$ cat config.mk
export PLATFORM = sky130hd
export DESIGN_NAME = gpio_seg_scan
export DESIGN_NICKNAME = d
export VERILOG_FILES = /design/src/rtl/gpio_seg_scan.sv
export SDC_FILE = /design/constraint.sdc
export NUM_CORES = 1
export LEC_CHECK = 0
export BUFFER_PORTS_ARGS = -buffer_cell sky130_fd_sc_hd__buf_2
export CORE_ASPECT_RATIO = 0.8
export CORE_MARGIN = 10
export CORE_UTILIZATION = 27
export CTS_BUF_LIST = sky130_fd_sc_hd__clkbuf_16
export DETAILED_ROUTE_END_ITERATION = 16
export GPL_TIMING_DRIVEN = 0
export PLACE_DENSITY = 0.5
export SKIP_LAST_GASP = 1
export SLEW_MARGIN = 5
export SYNTH_ARGS = -nofsm -noshare
export SYNTH_HDL_FRONTEND = slang
export SYNTH_SLANG_ARGS = --single-unit
export TNS_END_PERCENT = 1
$ cat constraint.sdc
create_clock -name clock -period 5.8 [get_ports clock]
set_clock_uncertainty 0.15 [all_clocks]
set_input_delay 0 -clock clock [delete_from_list [all_inputs] [get_ports clock]]
set_output_delay 0 -clock clock [all_outputs]
set_load 0.01 [all_outputs]
$ cat src/rtl/gpio_seg_scan.sv
// gpio_seg_scan: time-multiplexed scanner for an 8-digit, active-low 7-segment display.
// Each digit is lit for DIV cycles, followed by BLANK dark cycles. The segment patterns
// are copied into shadow registers once per frame, so a frame never mixes old and new data.
//
// Ports:
//   clock          - sole clock; all state changes on its rising edge
//   reset          - asynchronous, active-high reset
//   seg_in_0..7    - per-digit segment patterns (from the GPIO segment registers)
//   enable         - scan enable; 0 forces the display dark and returns to idle
//   seg_out        - segment lines, active-low, bit 7 = decimal point (registered)
//   an_n           - digit anode selects, active-low, bit k = digit k (registered)
//   frame_done     - one-cycle pulse when idx wraps 7->0 (registered)
module gpio_seg_scan #(
    parameter int unsigned DIV   = 1000,
    parameter int unsigned BLANK = 16
) (
    input  logic       clock,
    input  logic       reset,
    input  logic [7:0] seg_in_0,
    input  logic [7:0] seg_in_1,
    input  logic [7:0] seg_in_2,
    input  logic [7:0] seg_in_3,
    input  logic [7:0] seg_in_4,
    input  logic [7:0] seg_in_5,
    input  logic [7:0] seg_in_6,
    input  logic [7:0] seg_in_7,
    input  logic       enable,
    output logic [7:0] seg_out,
    output logic [7:0] an_n,
    output logic       frame_done
);

    typedef enum logic [1:0] {StIdle, StShow, StGap} state_e;

    localparam logic [15:0] DivLast   = 16'(DIV - 1);
    localparam logic [15:0] BlankLast = (BLANK > 0) ? 16'(BLANK - 1) : 16'd0;
    localparam bit          NoGap     = (BLANK == 0);

    state_e      state_q, state_d;
    logic [2:0]  idx_q, idx_d;
    logic [15:0] cnt_q, cnt_d;
    logic [7:0]  sh_q [8];
    logic [7:0]  sh_d [8];
    logic [7:0]  seg_in_w [8];
    logic [7:0]  seg_d, an_d;
    logic        wrap, load;

    assign seg_in_w[0] = seg_in_0;
    assign seg_in_w[1] = seg_in_1;
    assign seg_in_w[2] = seg_in_2;
    assign seg_in_w[3] = seg_in_3;
    assign seg_in_w[4] = seg_in_4;
    assign seg_in_w[5] = seg_in_5;
    assign seg_in_w[6] = seg_in_6;
    assign seg_in_w[7] = seg_in_7;

    always_comb begin
        state_d = state_q;
        idx_d   = idx_q;
        cnt_d   = cnt_q;
        sh_d    = sh_q;
        wrap    = 1'b0;
        load    = 1'b0;

        if (!enable) begin
            state_d = StIdle;
            idx_d   = 3'd0;
            cnt_d   = 16'd0;
        end else begin
            case (state_q)
                StIdle: begin
                    state_d = StShow;
                    idx_d   = 3'd0;
                    cnt_d   = 16'd0;
                    load    = 1'b1;
                end
                StShow: begin
                    if (cnt_q == DivLast) begin
                        cnt_d = 16'd0;
                        if (NoGap) begin
                            // Back-to-back digits: advance without a dark phase.
                            idx_d = idx_q + 3'd1;
                            wrap  = (idx_q == 3'd7);
                            load  = wrap;
                        end else begin
                            state_d = StGap;
                        end
                    end else begin
                        cnt_d = cnt_q + 16'd1;
                    end
                end
                StGap: begin
                    if (cnt_q == BlankLast) begin
                        cnt_d   = 16'd0;
                        idx_d   = idx_q + 3'd1;
                        wrap    = (idx_q == 3'd7);
                        load    = wrap;
                        state_d = StShow;
                    end else begin
                        cnt_d = cnt_q + 16'd1;
                    end
                end
                default: begin
                    state_d = StIdle;
                    idx_d   = 3'd0;
                    cnt_d   = 16'd0;
                end
            endcase
        end

        if (load) begin
            sh_d = seg_in_w;
        end

        // Outputs are registered from the next state so they track the state being entered.
        if (state_d == StShow) begin
            an_d  = ~(8'h01 << idx_d);
            seg_d = sh_d[idx_d];
        end else begin
            an_d  = 8'hFF;
            seg_d = 8'hFF;
        end
    end

    always_ff @(posedge clock or posedge reset) begin
        if (reset) begin
            state_q    <= StIdle;
            idx_q      <= 3'd0;
            cnt_q      <= 16'd0;
            for (int k = 0; k < 8; k++) begin
                sh_q[k] <= 8'hFF;
            end
            an_n       <= 8'hFF;
            seg_out    <= 8'hFF;
            frame_done <= 1'b0;
        end else begin
            state_q    <= state_d;
            idx_q      <= idx_d;
            cnt_q      <= cnt_d;
            sh_q       <= sh_d;
            an_n       <= an_d;
            seg_out    <= seg_d;
            frame_done <= wrap;
        end
    end

endmodule
## Word-level counts from Yosys, hierarchy flattened

Cells that the tools add are included.

- Register bits: 102
- Output and inout bits: 17

- Shift operators: 1
- Equal/unequal tests: 6
- $add $sub $neg: 2
- Muxes and demuxes: 22
- Order comparisons: 1
- Bitwise gates (word level): 2
- Reduce and logical (&&, ||, !) cells: 1

Operator list:

| kind | number |
|---|---|
| two-way mux 64 bit | 1 |
| two-way mux 16 bit | 3 |
| two-way mux 8 bit | 4 |
| case mux 16 bit (2 select lines) | 1 |
| binary-select mux 8 bit (select 3 bit) | 1 |
| adder 16 x 1 -> 16 bit (second input constant) | 1 |
| == test 16 x 10 -> 1 bit (second input constant) | 1 |
| == test 16 x 4 -> 1 bit (second input constant) | 1 |
| inverter 8 bit | 1 |
| << shifter 1 x 3 -> 8 bit (first input constant) | 1 |
| two-way mux 2 bit | 3 |
| two-way mux 3 bit | 2 |
| case mux 2 bit (3 select lines) | 1 |
| case mux 3 bit (2 select lines) | 1 |
| == test 2 x 1 -> 1 bit (second input constant) | 2 |
| >= comparator 4 bit (second input constant) | 1 |
| two-way mux 1 bit | 4 |
| inverter 3 -> 4 bit | 1 |
| adder 3 x 1 -> 3 bit (second input constant) | 1 |
| == test 3 bit (second input constant) | 1 |
| == test 2 bit (second input constant) | 1 |
| zero test 2 bit | 1 |
| case mux 1 bit (2 select lines) | 1 |

## Depth between registers and ports, before layout

Gate-level depths: netlist of run 1.

- Word-level depth: 9
- Gate-level depth with buffers: 12

## Least setup slack after synthesis of run 1

Ideal clock, no wire load.

- Path type: reg-to-reg
- Start: register cnt_q[5]
- End: register seg_out[7]
- Data required time: 5556 ps
- Setup slack: 3255 ps
- Cell stages (with the launch flop): 11
- Arrival time: 2301 ps
- Path through: dfrtp_1 > nor4b_4 > nand4_4 > o21ai_1 > buf_4 > buf_8 > buf_6 > mux2i_1 > o22ai_1 > a2111oi_0 > a31oi_1

- Word-level cells in the longest chain between the ends: 9
- Elaborated cells between the ends (all ways): 19
- Classes of those cells: eq/ne (3); mux (15); bitwise (1)

Ends and longest elaborated chain:

| element | line | text |
|---|---|---|
| start: declaration | 41 | `logic [15:0] cnt_q, cnt_d;` |
| start signal: assignment | 139 | `cnt_q <= cnt_d;` |
| == test 16 x 4 -> 1 bit | 93 | `if (cnt_q == BlankLast) begin` |
| two-way mux 1 bit or two-way mux 3 bit (tied branches) | 93 |  |
| case mux 1 bit (2 select lines) or case mux 3 bit (2 select lines) (tied branches) | 70 | `case (state_q)` |
| two-way mux 1 bit or two-way mux 3 bit (tied branches) | 65 | `if (!enable) begin` |
| two-way mux 64 bit or inverter 3 -> 4 bit (tied branches) | 111, 118 |  |
| binary-select mux 8 bit (select 3 bit) | 118 | `seg_d = sh_d[idx_d];` |
| two-way mux 8 bit (implied by the code) (2 in series) | 118 |  |
| two-way mux 8 bit * | 116 | `if (state_d == StShow) begin` |
| via seg_d[7] | 45 | `logic [7:0] seg_d, an_d;` |
| end signal: assignment | 142 | `seg_out <= seg_d;` |
| end: declaration | 28 | `output logic [7:0] seg_out,` |

Mark *: on every way through the listed nets, which the timed path passes. The rest lies on a longest branch. The select of a mux whose other input is x is not followed.

## Worst setup path after layout of run 1

- Start: register state_q[0]
- End: register seg_out[2]

- Word-level cells in the longest chain between the ends: 8
- Elaborated cells between the ends (all ways): 18
- Classes of those cells: eq/ne (3); mux (13); bitwise (1); reduce/logical (1)

Ends and longest elaborated chain:

| element | line | text |
|---|---|---|
| start: declaration | 39 | `state_e state_q, state_d;` |
| start signal: assignment | 127 | `state_q <= StIdle;` |
| start signal: assignment | 137 | `state_q <= state_d;` |
| == test 2 bit, or another cell as far along | 70 |  |
| case mux 1 bit (2 select lines) or case mux 3 bit (2 select lines) (tied branches) | 70 |  |
| two-way mux 1 bit or two-way mux 3 bit (tied branches) | 65 |  |
| two-way mux 64 bit or inverter 3 -> 4 bit (tied branches) | 111, 118 |  |
| binary-select mux 8 bit (select 3 bit) | 118 |  |
| two-way mux 8 bit (implied by the code) (2 in series) | 118 |  |
| two-way mux 8 bit * | 116 |  |
| via seg_d[2] | 45 |  |

Marked as above.

==> run summary, run 1 <==
I/O pin cnt -> 84
Type of the worst setup path -> flop to flop
Flops & latches, synth -> 102
# hold bufs at CTS -> 66
DRC viols -> 0
Post-DR wirelength/cell -> 16.7 microns
Final Slew Violations -> 0
Fin Setup TNS -> 0 ns
WP data required -> 5.87 ns
Antenna violations before repair -> 1
Number of global-route vias before repair -> 3837
Layout Area Growth over Synthesis -> 35.8%
First-pass GRT wire length -> 21000 microns
Syn Nets -> 472
CTS H-tree depth -> 3
Final period demand of the worst path -> 3.82 ns
Syn. warnings -> 0
Crit-path cells -> inv_1 -> ha_1 -> and2_1 -> clkbuf_1 -> o21ai_0 -> o21ai_1 -> o22ai_1 -> a2111oi_0 -> a31oi_1
Max VDD drop -> 0.129 mV
Site Rows -> 43
Critical path's slowest cell -> a2111oi_0
Post-synth EDFFs -> 0
Synth async-reset ratio -> 100%
Die height -> 139 microns
Die X -> 169 microns
CTS Buf Count -> 9
Sequential cell area fraction in the yosys report -> 55.1%
Crit. End Element -> flop
Hold Vio Cnt, Final -> 0
Max FO, Critical Path -> 10
Slowest stage delay, CP -> 1.08 ns
Hold Crit Depth -> 4
Hold path startpoint -> seg_in_4[1]
Main synth FF type -> dfstp_2
Cell variety after synth -> 53
Clock tree root buffer cell -> clkbuf_16
Max cap viols -> 0
Initial Util -> 27.6%
Setup WS pre-CTS -> 2.00 ns
CP Buf/Inv Count -> 2
Post-Route WL -> 13200 microns
Layout Nets -> 633
Finished Layout Cells -> 789
Crit path depth -> 9
P per Cell Area -> 289 nW/um^2
CTS max path bufs -> 2
Fillers -> 1734
Vias per Instance -> 4.54
Post-cts resize count -> 0
Leak -> 2.76 nW
Post-DP Area -> 5540 sq um
Critical Path AT -> 3.89 ns
Crit path max-delay family -> compound AO/OA/AOI/OAI gates
Post-synthesis instance total -> 398
Design Area, Final -> 6540 sq um
GRT Residual Overflow -> 0
Area occupied by multi-input gates -> 1900 sq um
Post-DP HPWL -> 9430 microns
Sequential cell area -> 2650 sq um
Placed Cells -> 707
Final setup fails -> 0
Synthesized area -> 4810 sq um
Peak Freq -> 262 MHz
Critical Path Start -> state_q[0]
Final worst slack -> 1.98 ns
Startpoint Class -> flop
Total number of vias -> 3583
Worst r2r path cells -> 9
Core area -> 17400 sq um
RSZ-0062 raised after global routing -> false
First DRT Iteration DRCs -> 199
Worst Tran Pin Value -> 1.27 ns
Routability cong. -> 0.770
GRT Total Usage -> 11.3%
Clk pin slew, worst setup/hold paths -> 0.07 ns
Port Buf Inserts -> 83
Clock Sinks -> 102
CTS tree -> yes
Synth Area per Inst -> 12.1 sq um
Hold WC Path Type -> input port to flop
Largest net degree at the start of global routing -> 69
Pre-Repair DR Iteration Count -> 6
Status -> completed
Worst r2r src -> state_q[0]
Post-CTS Setup Inserts -> 0
Share of post-route cells with drive strength above 1 -> 42.2%
Final period util -> 65.8%
Diodes inserted -> 0
Latest clock arrival within the worst-skew pair -> 0.36 ns
Relative max-transition margin -> 13.2%
Post-DRT Antenna Nets -> 0
Full die area -> 23600 sq um
==> synthesized netlist by cell type, types with 2 or more instances <==
master,instances,area (sq um)
dfstp_2,80,2100
inv_1,34,128
mux2_2,34,383
mux2i_1,31,310
nand2_1,26,97.6
dfrtp_1,22,551
nor2_1,22,82.6
o22ai_1,16,100
a21oi_1,10,50.1
and3_1,8,50.1
nand3_1,8,40.0
a2111oi_0,7,61.3
a31oi_1,7,43.8
ha_1,7,87.6
nand4_1,7,43.8
xnor2_1,7,61.3
clkbuf_1,6,22.5
nor3b_1,6,45.0
xor2_1,6,52.6
and2_1,5,31.3
buf_2,5,25.0
buf_6,4,45.0
buf_4,3,22.5
o21ai_0,3,15.0
o21ai_1,3,15.0
nand2b_1,2,12.5
o211ai_1,2,15.0
or3_1,2,12.5
==> tightest hold or removal path: stages <==
cell and delay [ns]:
dlygate4sd3_1 0.51, buf_2 0.10, mux2i_1 0.07, inv_1 0.06
==> flip-flops by register name, indices dropped and copies added, names as in the netlist <==
| name | flops |
|---|---|
| cnt_q | 16 |
| seg_out | 8 |
| an_n | 8 |
| state_q | 2 |
| idx_q | 3 |
| frame_done | 1 |
| sh_q | 64 |
==> placed cells by master (no fill, tap or decap), types with 7 or more instances in the layout <==
cell and n:
dfstp_2 80, a31oi_1 7, dlygate4sd3_1 66, and3_1 8, o22ai_1 16, nand3_1 8
dfrtp_1 22, ha_1 7, nor2_1 22, mux2i_1 31, inv_1 34, nand2_1 26
xnor2_1 7, nand4_1 7, buf_2 88, mux2_2 34, clkbuf_16 10, a21oi_1 10
==> worst paths after layout <==
path / end / slack [ns]
setup / recovery: seg_out[2] / 1.98
hold / removal: sh_q[25] / 0.26
setup reg to reg: seg_out[2] / 1.98
hold reg to reg: cnt_q[0] / 0.30
max in group asynchronous: sh_q[6] / 4.72
min in group asynchronous: sh_q[55] / 0.37
==> report_power, final <==
group | internal, W | total [W] | switching, W
sequential | 0.000876 | 0.000901 | 0.0000255
combinational | 0.000161 | 0.000316 | 0.000155
clock | 0.000402 | 0.000672 | 0.000270
total | 0.00144 | 0.00189 | 0.000450
==> stage by stage <==
stage          util (%)  power, W  hold slack, ns
5_1_grt            37.5   0.00198           0.271
3_5_place_dp       31.8   0.00120          0.0927
6_report           37.5   0.00189           0.262
3_3_place_gp       31.6   0.00119          0.0914
4_1_cts            37.5   0.00192           0.251
2_1_floorplan         -   0.00111        -0.00757
==> layout make-up <==
| cell class | count | share of cell area, % |
|---|---|---|
| flip-flops and latches | 102 | 40.6 |
| multi-input cells | 243 | 29.1 |
| repair buffers | 150 | 16.9 |
| well taps | 225 | 4.31 |
| clock buffers | 10 | 3.83 |
| plain buffers | 19 | 1.99 |
| inverters | 34 | 1.99 |
| clock inverters | 6 | 1.26 |
==> cells by family (layout without fill, tap and decap cells) <==
family | Yosys count | in the layout | share of synthesized area, %
simple gates | 97 | 97 | 11.6
xor+xnor | 13 | 13 | 2.37
buf+inv | 53 | 219 | 5.35
flops | 102 | 102 | 55.1
fa+ha+maj | 7 | 7 | 1.82
compound gates | 60 | 60 | 9.15
mux | 66 | 66 | 14.6
==> layer usage <==
metal / vias to the layer above / GRT usage (%) / part of all wire [%]
li1: 1719 / - / -
met2: 80 / 16.7 / 45
met4: 2 / 3.81 / 1.4
met1: 1770 / 15.0 / 48
met5: - / 0 / 0.098
met3: 12 / 3.72 / 5.6
No activity file was read; power rests on OpenSTA's default activity.
==> run 2, diff against run 1 <==
--- a/config.mk
+++ b/config.mk
@@ -5,6 +5,7 @@
 export SDC_FILE = /design/constraint.sdc
 export NUM_CORES = 1
 export LEC_CHECK = 0
+export ABC_AREA = 1
 export BUFFER_PORTS_ARGS = -buffer_cell sky130_fd_sc_hd__buf_2
 export CORE_ASPECT_RATIO = 0.8
 export CORE_MARGIN = 10
==> constraint.sdc (replaced) <==
create_clock -name clock -period 3.9 [get_ports clock]
set_clock_uncertainty 0.15 [all_clocks]
set_input_delay 0 -clock clock [delete_from_list [all_inputs] [get_ports clock]]
set_output_delay 0 -clock clock [all_outputs]
set_load 0.01 [all_outputs]
==> run summary, run 2 <==
Pre-Repair DR Iteration Count -> 4
Max FO, Critical Path -> 10
GRT Total Usage -> 12.6%
Startpoint Class -> flop
Largest registers -> sh_q (64), cnt_q (16)
Critical path's slowest cell -> clkbuf_1
Routability cong. -> 0.800
Relative max-transition margin -> 59.4%
Leading area contributor after synthesis -> dfstp_2
Hold WC Path Type -> input port to asynchronous set/reset pin
Leak -> 3.29 nW
CTS H-tree depth -> 3
Post-DP HPWL -> 11000 microns
Critical Path Start -> state_q[0]
Largest net degree at the start of global routing -> 58
Full die area -> 25100 sq um
I/O pin cnt -> 84
Die X -> 175 microns
Type of the worst setup path -> flop to flop
Main synth FF type -> dfstp_2
Worst r2r path cells -> 11
Final period util -> 71.0%
Diodes inserted -> 0
Site Rows -> 45
Synth Area per Inst -> 8.20 sq um
Share of post-route cells with drive strength above 1 -> 28.6%
Commonest non-fill, non-tap cell in the layout -> nand2_1
Post-DRT Antenna Nets -> 0
Synth cell count leaders -> 247 x nand2_1, 111 x nand3_1, 80 x dfstp_2
DRC viols -> 0
Final setup fails -> 0
Antenna violations before repair -> 0
CP Buf/Inv Count -> 3
Total number of vias -> 4530
Die height -> 144 microns
Flops & latches, synth -> 102
Number of flip-flops in the largest register -> 64
Syn Nets -> 704
Syn. warnings -> 0
P per Cell Area -> 376 nW/um^2
Synth async-reset ratio -> 100%
Top-area cell type share of the netlist area -> 40.7%
Reg-to-reg slack, setup -> 1.13 ns
Status -> completed
Clk pin slew, worst setup/hold paths -> 0.08 ns
CTS Buf Count -> 9
Max VDD drop -> 0.192 mV
Clock tree root buffer cell -> clkbuf_16
Synthesized area -> 5170 sq um
Layout Area Growth over Synthesis -> 33.5%
Post-Route WL -> 15600 microns
Setup WS pre-CTS -> 1.17 ns
Clock Sinks -> 102
Final period demand of the worst path -> 2.77 ns
Crit path depth -> 11
Crit-path cells -> inv_1 -> ha_1 -> nand2_1 -> clkbuf_1 -> clkbuf_1 -> nand3_1 -> nand2_1 -> nand3_1 -> nand3_1 -> nor2_1 -> nor2_1
Design Area, Final -> 6900 sq um
Main area contributors after synthesis -> dfstp_2 41%, nand2_1 18%, nand3_1 11%, dfrtp_1 11%, nor2_1 3.7%
Sequential cell area fraction in the yosys report -> 51.3%
Worst Tran Pin Value -> 0.610 ns
RSZ-0062 raised after global routing -> false
Layout Nets -> 865
Crit. End Element -> flop
Vias per Instance -> 4.30
Fin Setup TNS -> 0 ns
CTS max path bufs -> 2
Worst r2r src -> state_q[0]
Final Slew Violations -> 0
Post-DP Area -> 5940 sq um
Post-cts resize count -> 0
Most frequent cells in the layout -> 247 x nand2_1, 111 x nand3_1, 96 x buf_2
Post-DR wirelength/cell -> 14.8 microns
Latest clock arrival within the worst-skew pair -> 0.36 ns
Hold Vio Cnt, Final -> 0
Max cap viols -> 0
Peak Freq -> 361 MHz
Critical Path AT -> 2.88 ns
Post-synth EDFFs -> 0
WP data required -> 4.01 ns
Core area -> 18900 sq um
Slowest stage delay, CP -> 0.51 ns
Initial Util -> 27.4%
Fillers -> 2008
Post-synthesis instance total -> 630
Most frequent cell after synthesis -> nand2_1
CP endpoint -> seg_out[6]
CTS tree -> yes
GRT Residual Overflow -> 0
Crit path max-delay family -> buffers and inverters
Number of global-route vias before repair -> 4591
Reg-to-reg endpoint -> seg_out[6]
First-pass GRT wire length -> 25100 microns
Port Buf Inserts -> 83
Cell variety after synth -> 34
Final worst slack -> 1.13 ns
Top reg by flops -> sh_q
CP dominant cell by count -> nand3_1
First DRT Iteration DRCs -> 266
run 2: kinds of logic (layout without fill, tap and decap cells):
group	after synthesis	after routing	share of synthesized area (%)
XOR/XNOR	8	8	1.36
flip-flops	102	102	51.3
AO/OA/AOI/OAI	4	4	0.484
AND/OR/NAND/NOR	446	446	39.1
adder cells (fa/ha/maj)	7	7	1.69
buffers and inverters	63	229	6.00
run 2: final cells by class:
type                    count  area [sq um]  area share (%)
plain buffers              31           189            2.74
clock buffers               9           225            3.26
clock inverters             7          78.8            1.14
inverters                  32           124            1.80
multi-input cells         465          2200            31.9
flip-flops and latches    102          2650            38.4
well taps                 258           323            4.68
repair buffers            150          1100            16.0
run 2: worst min-delay path by stage:
stage | endpoint | slack (ns) | cells past startpoint
finish | cnt_q[7] | 0.11 | 3
global route | cnt_q[7] | 0.19 | 3
CTS | cnt_q[7] | 0.15 | 3
detailed placement | cnt_q[8] | -0.01 | 2
global placement | sh_q[56] | 0.08 | 3
floorplan | sh_q[16] | -0.04 | 2
run 2: worst register-to-register path, cell delays in order, from the launching register on:
cell,delay (ns)
dfrtp_1,0.41
inv_1,0.10
ha_1,0.21
nand2_1,0.14
clkbuf_1,0.49
clkbuf_1,0.52
nand3_1,0.14
nand2_1,0.11
nand3_1,0.06
nand3_1,0.13
nor2_1,0.06
nor2_1,0.18
run 2: timing repair:
| action | CTS | global route |
|---|---|---|
| setup buffers | 0 | 0 |
| hold buffers | 66 | 0 |
| hold endpoints to repair | 118 | 0 |
run 2: power breakdown:
part           total [W]  leakage (nW)  internal (W)  switching [W]
Combinational   0.000382          2.00      0.000159       0.000223
Clock           0.000948         0.150      0.000508       0.000440
Sequential       0.00127          1.15       0.00124      0.0000292
Total            0.00260          3.29       0.00191       0.000692
run 2: through the flow:
step                      hold slack (ns)  utilization (%)  instances  power, W
after floorplan                   -0.0434                -        630   0.00149
final                               0.111             36.6       1054   0.00260
after global routing                0.194             36.6       1054   0.00273
after global placement             0.0764             31.3        971   0.00161
after CTS                           0.148             36.6       1054   0.00263
after detailed placement          -0.0144             31.5        972   0.00162
run 2: routing by layer:
metal	part of all wire, %	vias up	track usage (%)
li1	-	2318	-
met1	52	2118	18.5
met2	44	81	18.1
met3	3.5	13	2.70
met4	1.2	0	3.07
met5	0	-	0
==> run 3, diff against run 2 <==
--- a/config.mk
+++ b/config.mk
@@ -5,7 +5,7 @@
 export SDC_FILE = /design/constraint.sdc
 export NUM_CORES = 1
 export LEC_CHECK = 0
-export ABC_AREA = 1
+export ABC_AREA = 0
 export BUFFER_PORTS_ARGS = -buffer_cell sky130_fd_sc_hd__buf_2
 export CORE_ASPECT_RATIO = 0.8
 export CORE_MARGIN = 10
@@ -13,7 +13,7 @@
 export CTS_BUF_LIST = sky130_fd_sc_hd__clkbuf_16
 export DETAILED_ROUTE_END_ITERATION = 16
 export GPL_TIMING_DRIVEN = 0
-export PLACE_DENSITY = 0.5
+export PLACE_DENSITY = 0.52
 export SKIP_LAST_GASP = 1
 export SLEW_MARGIN = 5
 export SYNTH_ARGS = -nofsm -noshare
==> constraint.sdc (replaced) <==
create_clock -name clock -period 2.31 [get_ports clock]
set_clock_uncertainty 0.15 [all_clocks]
set_input_delay 0 -clock clock [delete_from_list [all_inputs] [get_ports clock]]
set_output_delay 0 -clock clock [all_outputs]
set_load 0.01 [all_outputs]
==> run summary, run 3 (synthesis results as in run 1) <==
Status -> complete, but fails checks
Failing checks -> negative setup slack
Reg-to-reg endpoint -> seg_out[4]
Layout Nets -> 660
Final Slew Violations -> 0
Number of global-route vias before repair -> 4163
Largest registers -> sh_q (64), cnt_q (16)
Final worst slack -> -0.416 ns
Share of post-route cells with drive strength above 1 -> 50.4%
First DRT Iteration DRCs -> 158
CTS Buf Count -> 9
Pre-Repair DR Iteration Count -> 4
Fin Setup TNS -> -6.44 ns
GRT Residual Overflow -> 0
Type of the worst setup path -> flop to flop
Startpoint Class -> flop
Post-DR wirelength/cell -> 17.7 microns
Worst Hold Path EP -> sh_q[63]
DRC viols -> 0
Leak -> 2.95 nW
Post-DP HPWL -> 9620 microns
RSZ-0062 raised after global routing -> true
Finished Layout Cells -> 818
Antenna violations before repair -> 2
P per Cell Area -> 647 nW/um^2
Routability cong. -> 0.776
Die height -> 139 microns
Site Rows -> 43
Clock Sinks -> 102
CTS H-tree depth -> 3
Post-DP Area -> 5550 sq um
Setup WS pre-CTS -> -1.41 ns
Final period util -> 118%
Die X -> 169 microns
Core area -> 17400 sq um
Post-Route WL -> 14400 microns
Worst Tran Pin Value -> 0.648 ns
Latest clock arrival within the worst-skew pair -> 0.35 ns
Most frequent cells in the layout -> 84 x buf_2, 80 x dfstp_2, 66 x dlygate4sd3_1
Max FO, Critical Path -> 8
Clk pin slew, worst setup/hold paths -> 0.07 ns
Peak Freq -> 367 MHz
GRT Total Usage -> 12.3%
Number of flip-flops in the largest register -> 64
Clock tree root buffer cell -> clkbuf_16
Port Buf Inserts -> 83
Placed Cells -> 708
Vias per Instance -> 4.64
Worst r2r path cells -> 11
Critical Path AT -> 2.84 ns
Largest net degree at the start of global routing -> 39
Commonest non-fill, non-tap cell in the layout -> buf_2
Hold WC Path Type -> input port to flop
Total number of vias -> 3795
Max cap viols -> 0
Full die area -> 23600 sq um
Design Area, Final -> 7130 sq um
Post-DRT Antenna Nets -> 0
First-pass GRT wire length -> 23000 microns
Hold Vio Cnt, Final -> 0
Hold Crit Depth -> 4
Initial Util -> 27.6%
CTS tree -> yes
WP data required -> 2.42 ns
Hold path startpoint -> seg_in_0[7]
CTS max path bufs -> 2
Final period demand of the worst path -> 2.73 ns
Crit. End Element -> flop
Relative max-transition margin -> 56.7%
Top reg by flops -> sh_q
I/O pin cnt -> 84
Final setup fails -> 32
Worst r2r src -> idx_q[1]
Layout Area Growth over Synthesis -> 48.1%
Max VDD drop -> 0.385 mV
Reg-to-reg slack, setup -> -0.42 ns
==> run 3: cell types whose count changed in the layout (fill, tap and decap cells not counted), moves of 11 or more <==
cell     previous run  this run
mux2_2              0        31
nor2_1             51        21
buf_4               4        26
o22ai_1             0        11
nand3_1           111         8
buf_2              96        84
nand2_1           247        26
mux2i_1             0        22
==> run 3: critical path: stages (launching register included) <==
cell and delay, ns:
dfrtp_1 0.50, ha_1 0.21, ha_1 0.17, nand3_1 0.14, o21ai_4 0.22, buf_8 0.17
buf_12 0.13, buf_12 0.15, mux2i_2 0.27, o22ai_2 0.12, a2111oi_4 0.32, a31oi_1 0.08
==> run 3: through the flow <==
stage | power [W] | util, % | hold WS (ns)
after floorplan | 0.00278 | - | -0.00757
after global placement | 0.00297 | 31.6 | 0.0915
after detailed placement | 0.00301 | 31.9 | 0.0924
after CTS | 0.00466 | 40.7 | 0.264
after global routing | 0.00484 | 40.9 | 0.303
final | 0.00461 | 40.9 | 0.279
==> run 3: where the power goes <==
part	leakage [nW]	internal (W)	switching [W]
clock	0.131	0.000713	0.000650
combinational	1.67	0.000511	0.000468
sequential	1.15	0.00220	0.0000721
total	2.95	0.00342	0.00119
==> run 3: repair_timing <==
item	in CTS	in global routing
hold buffers	66	0
endpoints found under the hold margin	102	0
pin swaps	20	1
gates resized for setup	77	3
setup buffers	25	0
gates cloned	3	0
setup endpoints to repair	75	70
==> run 3: layout make-up <==
type / instances / area [sq um]
antenna: 2 / 5.00
buffer: 17 / 185
clock buffer: 9 / 225
clock inverter: 7 / 32.5
fill: 1615 / 10300
inverter: 34 / 131
multi-input combinational: 244 / 2240
sequential: 102 / 2650
tap: 225 / 282
timing repair buffer: 178 / 1380
==> run 3: worst max path at each step <==
stage                    start          to  slack (ns)
global route        state_q[0]  seg_out[0]       -0.51
floorplan             cnt_q[5]  seg_out[7]       -0.23
CTS                  cnt_q[14]  seg_out[7]       -0.35
finish                idx_q[1]  seg_out[4]       -0.42
detailed placement  state_q[0]  seg_out[7]       -1.41
global placement    state_q[1]  seg_out[7]       -1.33
==> run 3: per-layer routing <==
metal,track usage [%],part of all wire (%),vias to the layer above
li1,-,-,1783
met1,15.9,47,1906
met2,19.5,46,93
met3,3.41,4.8,13
met4,3.72,1.5,0
met5,0,0,-
